==> src/rtl/seq_pkg.sv <==
// Shared definitions for the instruction sequencer: opcode map, instruction
// field layout and FSM state encoding.
package seq_pkg;

    localparam int unsigned OPC_W     = 4;
    localparam int unsigned OPERAND_W = 12;
    localparam int unsigned ALU_OP_W  = 3;
    localparam int unsigned OPC_LSB   = 12;
    localparam int unsigned OPC_MSB   = OPC_LSB + OPC_W - 1;

    localparam logic [OPC_W-1:0] OPC_NOP     = 4'h0;
    localparam logic [OPC_W-1:0] OPC_ALU_MIN = 4'h1;
    localparam logic [OPC_W-1:0] OPC_ALU_MAX = 4'h7;
    localparam logic [OPC_W-1:0] OPC_JMP     = 4'h8;
    localparam logic [OPC_W-1:0] OPC_JZ      = 4'h9;
    localparam logic [OPC_W-1:0] OPC_HALT    = 4'hF;

    typedef enum logic [3:0] {
        StIdle,
        StFetch,
        StDecode,
        StExec,
        StWaitAlu,
        StAdvance,
        StJump,
        StHalt,
        StError
    } seq_state_e;

endpackage

==> src/rtl/seq_decoder.sv <==
// Combinational instruction decoder: splits the instruction register into
// opcode class flags, the ALU function and the 12-bit operand.
module seq_decoder
    import seq_pkg::*;
(
    input  logic [15:0]           ir,
    output logic                  is_nop,
    output logic                  is_alu,
    output logic                  is_jmp,
    output logic                  is_jz,
    output logic                  is_halt,
    output logic                  illegal,
    output logic [ALU_OP_W-1:0]   alu_op,
    output logic [OPERAND_W-1:0]  operand
);

    logic [OPC_W-1:0] opc;

    assign opc     = ir[OPC_MSB:OPC_LSB];
    assign alu_op  = opc[ALU_OP_W-1:0];
    assign operand = ir[OPERAND_W-1:0];

    // Classify the opcode; anything outside the defined map is illegal.
    always_comb begin
        is_nop  = (opc == OPC_NOP);
        is_alu  = (opc >= OPC_ALU_MIN) && (opc <= OPC_ALU_MAX);
        is_jmp  = (opc == OPC_JMP);
        is_jz   = (opc == OPC_JZ);
        is_halt = (opc == OPC_HALT);
        illegal = !(is_nop || is_alu || is_jmp || is_jz || is_halt);
    end

endmodule

==> src/rtl/instr_sequencer.sv <==
// Control FSM of the arithmetic processor: fetch, decode, ALU dispatch and
// PC step/load control. Optional ALU watchdog enabled by defining SEQ_WDOG_EN.
module instr_sequencer
    import seq_pkg::*;
#(
    parameter int unsigned ADDR_W   = 16,
    parameter int unsigned INSTR_W  = 16,
    parameter int unsigned WDOG_CYC = 64
) (
    input  logic                 clk,
    input  logic                 rst_n,
    input  logic                 go,
    input  logic [ADDR_W-1:0]    pc_addr,
    output logic                 pc_inc,
    output logic                 pc_load,
    output logic [ADDR_W-1:0]    pc_target,
    output logic                 imem_req,
    input  logic                 imem_ack,
    input  logic [INSTR_W-1:0]   imem_data,
    output logic                 alu_start,
    output logic [2:0]           alu_op,
    output logic [11:0]          alu_operand,
    input  logic                 alu_done,
    input  logic                 alu_zero,
    output logic                 halted,
    output logic                 error
);

    seq_state_e            state_q, state_d;
    logic [INSTR_W-1:0]    ir_q;
    logic                  zero_q;
    logic                  wdog_expired;

    logic                  is_nop, is_alu, is_jmp, is_jz, is_halt, illegal;
    logic [ALU_OP_W-1:0]   dec_alu_op;
    logic [OPERAND_W-1:0]  dec_operand;

    // PC value is observed only; the PC itself owns wrap-around.
    logic [ADDR_W-1:0]     unused_pc_addr;
    assign unused_pc_addr = pc_addr;

    seq_decoder u_decoder (
        .ir      (ir_q[15:0]),
        .is_nop  (is_nop),
        .is_alu  (is_alu),
        .is_jmp  (is_jmp),
        .is_jz   (is_jz),
        .is_halt (is_halt),
        .illegal (illegal),
        .alu_op  (dec_alu_op),
        .operand (dec_operand)
    );

`ifdef SEQ_WDOG_EN
    localparam int unsigned WDOG_W = $clog2(WDOG_CYC + 1);
    logic [WDOG_W-1:0] wdog_q;

    // Count WAIT_ALU cycles; cleared in EXEC so each op starts from zero.
    always_ff @(posedge clk or negedge rst_n) begin
        if (!rst_n) begin
            wdog_q <= '0;
        end else if (state_q == StExec) begin
            wdog_q <= '0;
        end else if (state_q == StWaitAlu) begin
            wdog_q <= wdog_q + 1'b1;
        end
    end

    // wdog_q holds n-1 during the n-th WAIT_ALU cycle.
    assign wdog_expired = (wdog_q == WDOG_W'(WDOG_CYC - 1));
`else
    logic [31:0] unused_wdog_cyc;
    assign unused_wdog_cyc = WDOG_CYC;
    assign wdog_expired    = 1'b0;
`endif

    // State register.
    always_ff @(posedge clk or negedge rst_n) begin
        if (!rst_n) begin
            state_q <= StIdle;
        end else begin
            state_q <= state_d;
        end
    end

    // Instruction register and ALU zero flag.
    always_ff @(posedge clk or negedge rst_n) begin
        if (!rst_n) begin
            ir_q   <= '0;
            zero_q <= 1'b0;
        end else begin
            if (state_q == StFetch && imem_ack) begin
                ir_q <= imem_data;
            end
            if (state_q == StWaitAlu && alu_done) begin
                zero_q <= alu_zero;
            end
        end
    end

    // Next-state logic.
    always_comb begin
        state_d = state_q;
        unique case (state_q)
            StIdle:    if (go) state_d = StFetch;
            StFetch:   if (imem_ack) state_d = StDecode;
            StDecode: begin
                if (is_nop)       state_d = StAdvance;
                else if (is_alu)  state_d = StExec;
                else if (is_jmp)  state_d = StJump;
                else if (is_jz)   state_d = zero_q ? StJump : StAdvance;
                else if (is_halt) state_d = StHalt;
                else              state_d = StError;
            end
            StExec:    state_d = StWaitAlu;
            // A done arriving in the timeout cycle takes priority.
            StWaitAlu: begin
                if (alu_done)          state_d = StAdvance;
                else if (wdog_expired) state_d = StError;
            end
            StAdvance: state_d = StFetch;
            StJump:    state_d = StFetch;
            StHalt:    if (go) state_d = StAdvance;
            StError:   state_d = StError;
            default:   state_d = StIdle;
        endcase
    end

    // Moore outputs decoded from the current state.
    always_comb begin
        imem_req    = (state_q == StFetch);
        alu_start   = (state_q == StExec);
        pc_inc      = (state_q == StAdvance);
        pc_load     = (state_q == StJump);
        halted      = (state_q == StHalt);
        error       = (state_q == StError);
        alu_op      = '0;
        alu_operand = '0;
        pc_target   = '0;
        if (state_q == StExec || state_q == StWaitAlu) begin
            alu_op      = dec_alu_op;
            alu_operand = dec_operand;
        end
        if (state_q == StJump) begin
            pc_target = {{(ADDR_W - OPERAND_W){1'b0}}, dec_operand};
        end
        // illegal is implied by the DECODE fall-through; kept for observability.
        if (illegal && state_q == StIdle) begin
            alu_op = '0;
        end
    end

endmodule

==> config.mk <==
export PLATFORM = sky130hd
export DESIGN_NAME = instr_sequencer
export DESIGN_NICKNAME = d
export VERILOG_FILES = /design/src/rtl/seq_pkg.sv /design/src/rtl/seq_decoder.sv /design/src/rtl/instr_sequencer.sv
export SDC_FILE = /design/constraint.sdc
export NUM_CORES = 1
export LEC_CHECK = 0
export ABC_AREA = 1
export CELL_PAD_IN_SITES_DETAIL_PLACEMENT = 2
export CELL_PAD_IN_SITES_GLOBAL_PLACEMENT = 2
export CORE_MARGIN = 4
export CORE_UTILIZATION = 33
export CTS_CLUSTER_DIAMETER = 120
export CTS_CLUSTER_SIZE = 20
export DETAILED_ROUTE_END_ITERATION = 8
export DONT_BUFFER_PORTS = 1
export PLACE_DENSITY_LB_ADDON = 0.1
export SLEW_MARGIN = 5
export SYNTH_ARGS = -nofsm -noshare
export SYNTH_HDL_FRONTEND = slang
export SYNTH_HIERARCHICAL = 1
export SYNTH_SLANG_ARGS = --single-unit
==> constraint.sdc <==
create_clock -name clk -period 3.5 [get_ports clk]
set_input_delay 0.525 -clock clk [delete_from_list [all_inputs] [get_ports clk]]
set_output_delay 0.525 -clock clk [all_outputs]
set_load 0.05 [all_outputs]
==> impl_metrics.toml, run 1 <==
[run_status]
status = "finished, final reports clean"

[cells_and_area]
syn2layout_area_growth_pct = 10.7
final_area_mm2 = 0.00162
nets = 271
final_cell_mix = "59 x nand2_1, 34 x nor2_1, 32 x inv_1"
antennaDiodeCount = 0
n_fill_cell = 540
final_common_cell = "nand2_1"
drive_gt1_share_pct = 20.7

[grt]
track_usage_pct = 16.8
met2_usage_pct = 29.3
grt.met1_usage_pct = 21.3
top_usage_layer = "met2"
antenna_found_initial = 0
grt_first_pass_wirelength_um = 7210
grt_max_degree = 22
grt_pass1_vias = 1463
grtUsageMet3_pct = 4.19
overflow = 0

[floorplanning]
die_area_mm2 = 0.00556
pin_count = 75
rows = 23
design.core.area_mm2 = 0.00414
die_w_um = 74.5
die_h_um = 74.5
initial_utilization_pct = 35.3

[power]
vdd_ir_drop_max_mv = 0.256
power_frac_comb_pct = 58.4
power.density_mw_per_mm2 = 929
switching_share_pct = 56.1
intPower_uw = 659
seqPwrFrac_pct = 30.3
p_leak_uw = 0.000928
p_switching_uw = 844
clkPwrFrac_pct = 11.3

[worst_setup_path]
r2r_end = "state_q[2]$_DFFE_PN0P_"
rrSetupSlack_ns = 1.78
cp.arrival_ns = 2.11
crit_path_max_fanout = 16
r2r_start = "state_q[0]$_DFFE_PN0P_"
r2r_cells = 4
path_class = "reg2out"
worstSetupStartpointType = "register"
crit_required_ns = 2.97
end_kind = "primary output"

[synthesis]
synthCells = 221
syn_avg_cell_area_um2 = 6.61
yosys_warnings = 6
synth_area_mm2 = 0.00146

[clock_network]
clockBufferDepth = 2
cts_htree_levels = 1
clk_pin_slew_ns = 0.08
cts_resized = 0
clock-sinks = 21
cts_tree = "built"
cts_buffers = 3
root_buffer = "clkbuf_8"
clk_latency_ns = 0.27

[placed_design]
hpwlAfterDp_um = 3390
place.gp.congestion = 0.844
place_area_mm2 = 0.00156
port_buffers = 0

[sta]
final.min_clock_period_ns = 2.63
max_slew.worst_pin.slew_ns = 1.01
tns_ns = 0
timing.slew.headroom_pct = 32.3
setup_viol = 0
finalCritPeriodShare_pct = 75.2
final_max_slew_viol_count = 0
finalHoldViolations = 0
skew_ns = 0.00242
max_freq_mhz = 380
rsz0062_at_grt = "no"
hold_slack_ns = 0.390

[route]
wl_um = 4270
drt_iter0_markers = 48
routed_via_density = 4.77
vias = 1344
drt_drc_violations_left = 0
drt_pass1_iterations = 4
antenna_left = 0
wl_per_cell_um = 15.1

[worst_hold_path]
hp-class = "in2reg"
holdPathStages = 2
worstHoldStart = "imem_data[4]"
min_to = "ir_q[4]$_DFFE_PN0P_"

[flow_run]
drv_cap = 0
through the flow:
step / util (%) / power (µW) / cells / setup slack (ns)
floorplan: - / 1240 / 224 / 0.775
global placement: 37.7 / 1290 / 277 / 1.22
detailed placement: 37.7 / 1350 / 277 / 1.14
CTS: 39.0 / 1530 / 282 / 0.832
global route: 39.0 / 1660 / 282 / 0.677
finish: 39.0 / 1500 / 282 / 0.868
worst max path at each step:
| stage | cells after the start | slack (ns) | start | end |
|---|---|---|---|---|
| floorplan | 6 | 0.78 | state_q[3]$_DFFE_PN0P_ | pc_target[10] |
| detailed placement | 5 | 1.14 | state_q[1]$_DFFE_PN0P_ | alu_operand[1] |
| global route | 5 | 0.68 | state_q[1]$_DFFE_PN0P_ | alu_operand[9] |
| finish | 5 | 0.87 | state_q[1]$_DFFE_PN0P_ | alu_operand[9] |
| CTS | 5 | 0.83 | state_q[1]$_DFFE_PN0P_ | alu_operand[1] |
| global placement | 5 | 1.22 | state_q[1]$_DFFE_PN0P_ | alu_operand[2] |
cell type report:
type                            count  area [µm²]  area share [%]
Timing Repair Buffer               29         220            13.6
Sequential cell                    21         526            32.5
Clock inverter                      1        5.00           0.309
Tap cell                           50        62.6            3.87
Clock buffer                        3        41.3            2.55
Inverter                           37         141            8.74
Multi-Input combinational cell    141         622            38.4
flip-flops by register name (all words and copies together), names as in the netlist:
name / count
state_q: 4
zero_q: 1
ir_q: 16
power groups by stage:
stage          sequential, µW  combinational [µW]  clock (µW)
2_1_floorplan             431                 813           0
3_3_place_gp              452                 839           0
3_5_place_dp              461                 889           0
4_1_cts                   457                 898         177
5_1_grt                   477                 997         187
6_report                  456                 878         169
critical path: stages (launching register included):
cell and delay [ns]:
dfrtp_1 0.49, nand2_1 0.14, nor2_2 0.51, a21oi_2 0.29
nor2_1 0.18, buf_4 0.22
metal layers:
metal / up-vias / part of all wire [%]
met2: 36 / 50
met1: 646 / 43
met3: 4 / 5.7
met4: 0 / 0.68
li1: 658 / -
met5: - / 0
what timing repair did:
| item | CTS | global route |
|---|---|---|
| endpoints found under the hold margin | 21 | 0 |
| setup buffers | 0 | 0 |
| hold buffers | 1 | 0 |
No activity file was read; power rests on OpenSTA's default activity.
==> run 2: changes to the inputs <==
Settings changed: CORE_UTILIZATION 33 to 28.
Clock period 3.5 ns to 2.29 ns, I/O delays scaled along.
==> impl_metrics.toml, run 2 (synthesis results as in run 1) <==
[run_status]
status = "finished, final reports clean"

[worst_setup_path]
slowest_stage = "dfrtp_1"
cp_common_cell = "buf_4"
end_kind = "primary output"
slowest_delay_ns = 0.51
r2r_start = "state_q[3]$_DFFE_PN0P_"
crit_required_ns = 1.95
path_class = "reg2out"
r2r_cells = 6
cp_num_buf_inv = 2
crit_path_cell_trace = "nand2_1 -> nor2_2 -> a21oi_2 -> buf_4 -> nor2_1 -> buf_4"
worstSetupStartpointType = "register"
rrSetupSlack_ns = 0.62
cp_top_family = "flip-flops"
r2r_end = "ir_q[15]$_DFFE_PN0P_"
crit_path_max_fanout = 16
cp.arrival_ns = 1.67

[cells_and_area]
final_cell_mix = "59 x nand2_1, 32 x inv_1, 24 x nor2_1"
nets = 274
drive_gt1_share_pct = 25.5
syn2layout_area_growth_pct = 24.6
reg.largest.list = "ir_q (16), state_q (4), zero_q (1)"
antennaDiodeCount = 0
regMostFlops = "ir_q"
fin_util_pct = 35.9
final_common_cell = "nand2_1"
largest_register_ffs = 16

[floorplanning]
die_area_mm2 = 0.00644
rows = 26
initial_utilization_pct = 28.8
design.core.area_mm2 = 0.00507
pin_count = 75
die_h_um = 80.2
die_w_um = 80.2

[power]
power_frac_comb_pct = 60.3
clkPwrFrac_pct = 10.1
seqPwrFrac_pct = 29.7
p_leak_uw = 0.000970
vdd_ir_drop_max_mv = 0.384
intPower_uw = 1050
switching_share_pct = 55.4
power.density_mw_per_mm2 = 1300
p_switching_uw = 1310

[clock_network]
cts_htree_levels = 1
clk_pin_slew_ns = 0.07
root_buffer = "clkbuf_8"
cts_setup_buffers = 0
clk_latency_ns = 0.26
clock-sinks = 21
cts_buffers = 3
cts_tree = "built"
clockBufferDepth = 2
cts_resized = 0

[sta]
skew_ns = 0.00456
final.min_clock_period_ns = 2.02
timing.slew.headroom_pct = 34.6
finalHoldViolations = 0
final_max_slew_viol_count = 0
max_slew.worst_pin.slew_ns = 0.978
setup_viol = 0
rsz0062_at_grt = "no"
finalCritPeriodShare_pct = 88.1
worst_slack_ns = 0.272
max_freq_mhz = 496

[route]
vias = 1378
routed_via_density = 4.52
wl_per_cell_um = 14.6
drt_iter0_markers = 22
antenna_left = 0
drt_drc_violations_left = 0
drt_pass1_iterations = 4
wl_um = 4460

[flow_run]
drv_cap = 0

[worst_hold_path]
min_to = "ir_q[14]$_DFFE_PN0P_"
hp-class = "in2reg"
holdPathStages = 2
worstHoldStart = "imem_data[14]"

[grt]
overflow = 0
track_usage_pct = 14.8
grt_max_degree = 22
grt_pass1_vias = 1496
grt_first_pass_wirelength_um = 7280
antenna_found_initial = 0

[placed_design]
port_buffers = 0
place.gp.congestion = 0.754
hpwlAfterDp_um = 3610
dp_slack_ns = 0.508
-- run 2: changes by cell type in the layout (fill, tap and decap cells not counted), sizes merged --
cell / before / now
clkbuf: 3 / 4
clkinv: 1 / 0
buf: 28 / 31
-- run 2: layer usage --
layer	up-vias	part of all wire [%]	routed length [µm]	global-route usage, %
met5	-	0	0	0
met4	0	0.52	23	2.53
met3	4	5.5	244	3.59
met2	36	53	2380	28.4
met1	674	41	1820	16.4
li1	664	-	-	-
-- run 2: power by group through the flow --
stage                     clock network [µW]  logic [µW]  registers, µW
after floorplan                            0        1270            662
after global placement                     0        1360            695
after detailed placement                   0        1440            711
after CTS                                253        1450            705
after global routing                     273        1590            727
final                                    238        1420            700
-- run 2: final cells by class --
type / instances / area [µm²]
multi-input combinational: 141 / 653
sequential: 21 / 526
fill: 628 / 3250
timing repair buffer: 32 / 368
tap: 70 / 87.6
clock buffer: 4 / 45.0
inverter: 37 / 141
-- run 2: worst max path at each step --
stage,to,slack (ns),depth (start not counted),from
4_1_cts,pc_target[5],0.22,6,state_q[3]$_DFFE_PN0P_
2_1_floorplan,alu_operand[10],-0.07,5,state_q[0]$_DFFE_PN0P_
6_report,alu_operand[7],0.27,6,state_q[0]$_DFFE_PN0P_
3_5_place_dp,pc_target[5],0.51,6,state_q[3]$_DFFE_PN0P_
3_3_place_gp,pc_target[0],0.63,6,state_q[3]$_DFFE_PN0P_
5_1_grt,alu_op[0],0.15,6,state_q[0]$_DFFE_PN0P_
-- run 2: per-stage QoR --
step	setup TNS (ns)	power (µW)	cell area, µm²	hold slack [ns]	std cells
after floorplan	-0.654	1930	1500	0.0479	224
after global placement	0	2060	1770	0.0488	300
after detailed placement	0	2150	1770	0.0491	300
after CTS	0	2410	1820	0.217	305
after global routing	0	2590	1820	0.210	305
final	0	2360	1820	0.226	305
-- run 2: repair_timing --
action / in CTS / in global routing
hold buffers: 1 / 0
endpoints found under the hold margin: 21 / 0
endpoints found under the setup margin: 0 / 0
==> run 3: changes to the inputs <==
Settings changed: CORE_MARGIN 4 to 2.
==> impl_metrics.toml, run 3 (synthesis results as in run 1) <==
[power]
p_leak_uw = 0.000970
power.density_mw_per_mm2 = 1300
vdd_ir_drop_max_mv = 0.383

[cells_and_area]
nets = 274
largest_register_ffs = 16
regMostFlops = "ir_q"
reg.largest.list = "ir_q (16), state_q (4), zero_q (1)"
syn2layout_area_growth_pct = 24.6
final_common_cell = "nand2_1"
drive_gt1_share_pct = 25.5
antennaDiodeCount = 0
n_fill_cell = 627
final_cell_mix = "59 x nand2_1, 32 x inv_1, 24 x nor2_1"

[route]
drt_pass1_iterations = 3
wl_per_cell_um = 14.5
wl_um = 4440
drt_iter0_markers = 49
vias = 1375
antenna_left = 0
routed_via_density = 4.51
drt_drc_violations_left = 0

[grt]
antenna_found_initial = 0
grt_max_degree = 22
grt_pass1_vias = 1606
overflow = 0
grt_first_pass_wirelength_um = 7790
track_usage_pct = 16.5

[clock_network]
clockBufferDepth = 2
clk_latency_ns = 0.26
cts_htree_levels = 1
root_buffer = "clkbuf_8"
cts_tree = "built"
clk_pin_slew_ns = 0.08
cts_buffers = 3
clock-sinks = 21

[worst_setup_path]
slowest_stage = "dfrtp_1"
path_class = "reg2out"
worstSetupStartpointType = "register"
critPathLaunch = "state_q[0]$_DFFE_PN0P_"
crit_path_cell_trace = "nand2_1 -> nor2_2 -> a21oi_2 -> buf_4 -> nor2_1 -> buf_4"
r2r_start = "state_q[3]$_DFFE_PN0P_"
crit_required_ns = 1.95
crit_path_max_fanout = 16
cp_common_cell = "buf_4"
end_kind = "primary output"
cp_top_family = "flip-flops"
cp.arrival_ns = 1.67
cp_num_buf_inv = 2
slowest_delay_ns = 0.50
rrSetupSlack_ns = 0.65

[sta]
hold_slack_ns = 0.217
final.min_clock_period_ns = 2.02
timing.slew.headroom_pct = 27.7
max_freq_mhz = 496
skew_ns = 0.00317
finalCritPeriodShare_pct = 88.1
rsz0062_at_grt = "no"
final_max_slew_viol_count = 0
finalHoldViolations = 0
max_slew.worst_pin.slew_ns = 1.08
tns_ns = 0
setup_viol = 0

[floorplanning]
rows = 26
die_area_mm2 = 0.00581
design.core.area_mm2 = 0.00507
die_h_um = 76.2
initial_utilization_pct = 28.8
die_w_um = 76.2
pin_count = 75

[placed_design]
place.gp.congestion = 0.806
port_buffers = 0
hpwlAfterDp_um = 3570

[worst_hold_path]
worstHoldStart = "imem_data[5]"
hp-class = "in2reg"

[run_status]
status = "finished, final reports clean"

[flow_run]
drv_cap = 0
==> run 3: cell counts in the layout (fill, tap and decap cells not counted) <==
Identical to the previous run, type by type.
==> run 3: per-layer routing <==
layer / up-vias / GRT usage (%) / part of all wire (%)
met2: 29 / 32.9 / 57
li1: 666 / - / -
met4: 0 / 3.27 / 0.61
met1: 676 / 18.2 / 39
met3: 4 / 2.73 / 3.3
met5: - / 0 / 0
==> run 3: power by group <==
group | switching (µW) | internal (µW) | total (µW)
combinational | 1040 | 389 | 1430
sequential | 154 | 540 | 694
clock | 131 | 124 | 255
==> run 3: worst register-to-register path: stages (launching register included) <==
cell and delay, ns:
dfrtp_1 0.44, nor2_1 0.30, nand2_2 0.13, inv_4 0.28, nand2_4 0.21, nand2_1 0.11, nand2_1 0.06
==> run 3: per-stage QoR <==
stage | instance area [µm²] | worst slack, ns | cells | total power, µW | util [%]
finish | 1820 | 0.274 | 305 | 2370 | 35.9
global placement | 1770 | 0.587 | 300 | 2070 | 34.8
global route | 1820 | 0.136 | 305 | 2610 | 35.9
floorplan | 1500 | -0.0654 | 224 | 1930 | -
detailed placement | 1770 | 0.531 | 300 | 2150 | 34.8
CTS | 1820 | 0.237 | 305 | 2430 | 35.9
==> run 3: cell type report <==
| type | count | area [µm²] | share of cell area (%) |
|---|---|---|---|
| inverter | 37 | 141 | 7.77 |
| sequential | 21 | 526 | 28.9 |
| timing repair buffer | 32 | 368 | 20.2 |
| clock buffer | 4 | 45.0 | 2.47 |
| multi-input combinational | 141 | 653 | 35.9 |
| tap | 70 | 87.6 | 4.81 |
==> run 3: path summary, 6_finish.rpt <==
path	to	cells past startpoint
setup / recovery	alu_operand[9]	6
hold / removal	ir_q[5]$_DFFE_PN0P_	2
setup reg to reg	ir_q[11]$_DFFE_PN0P_	6
hold reg to reg	ir_q[6]$_DFFE_PN0P_	2
max in group asynchronous	zero_q$_DFFE_PN0P_	1
min in group asynchronous	ir_q[9]$_DFFE_PN0P_	1
==> run 3: repair_timing <==
action,4_1_cts,5_1_grt
setup buffers,0,0
hold endpoints to repair,21,0
resized for setup,0,0
setup endpoints to repair,0,0
hold buffers,1,0
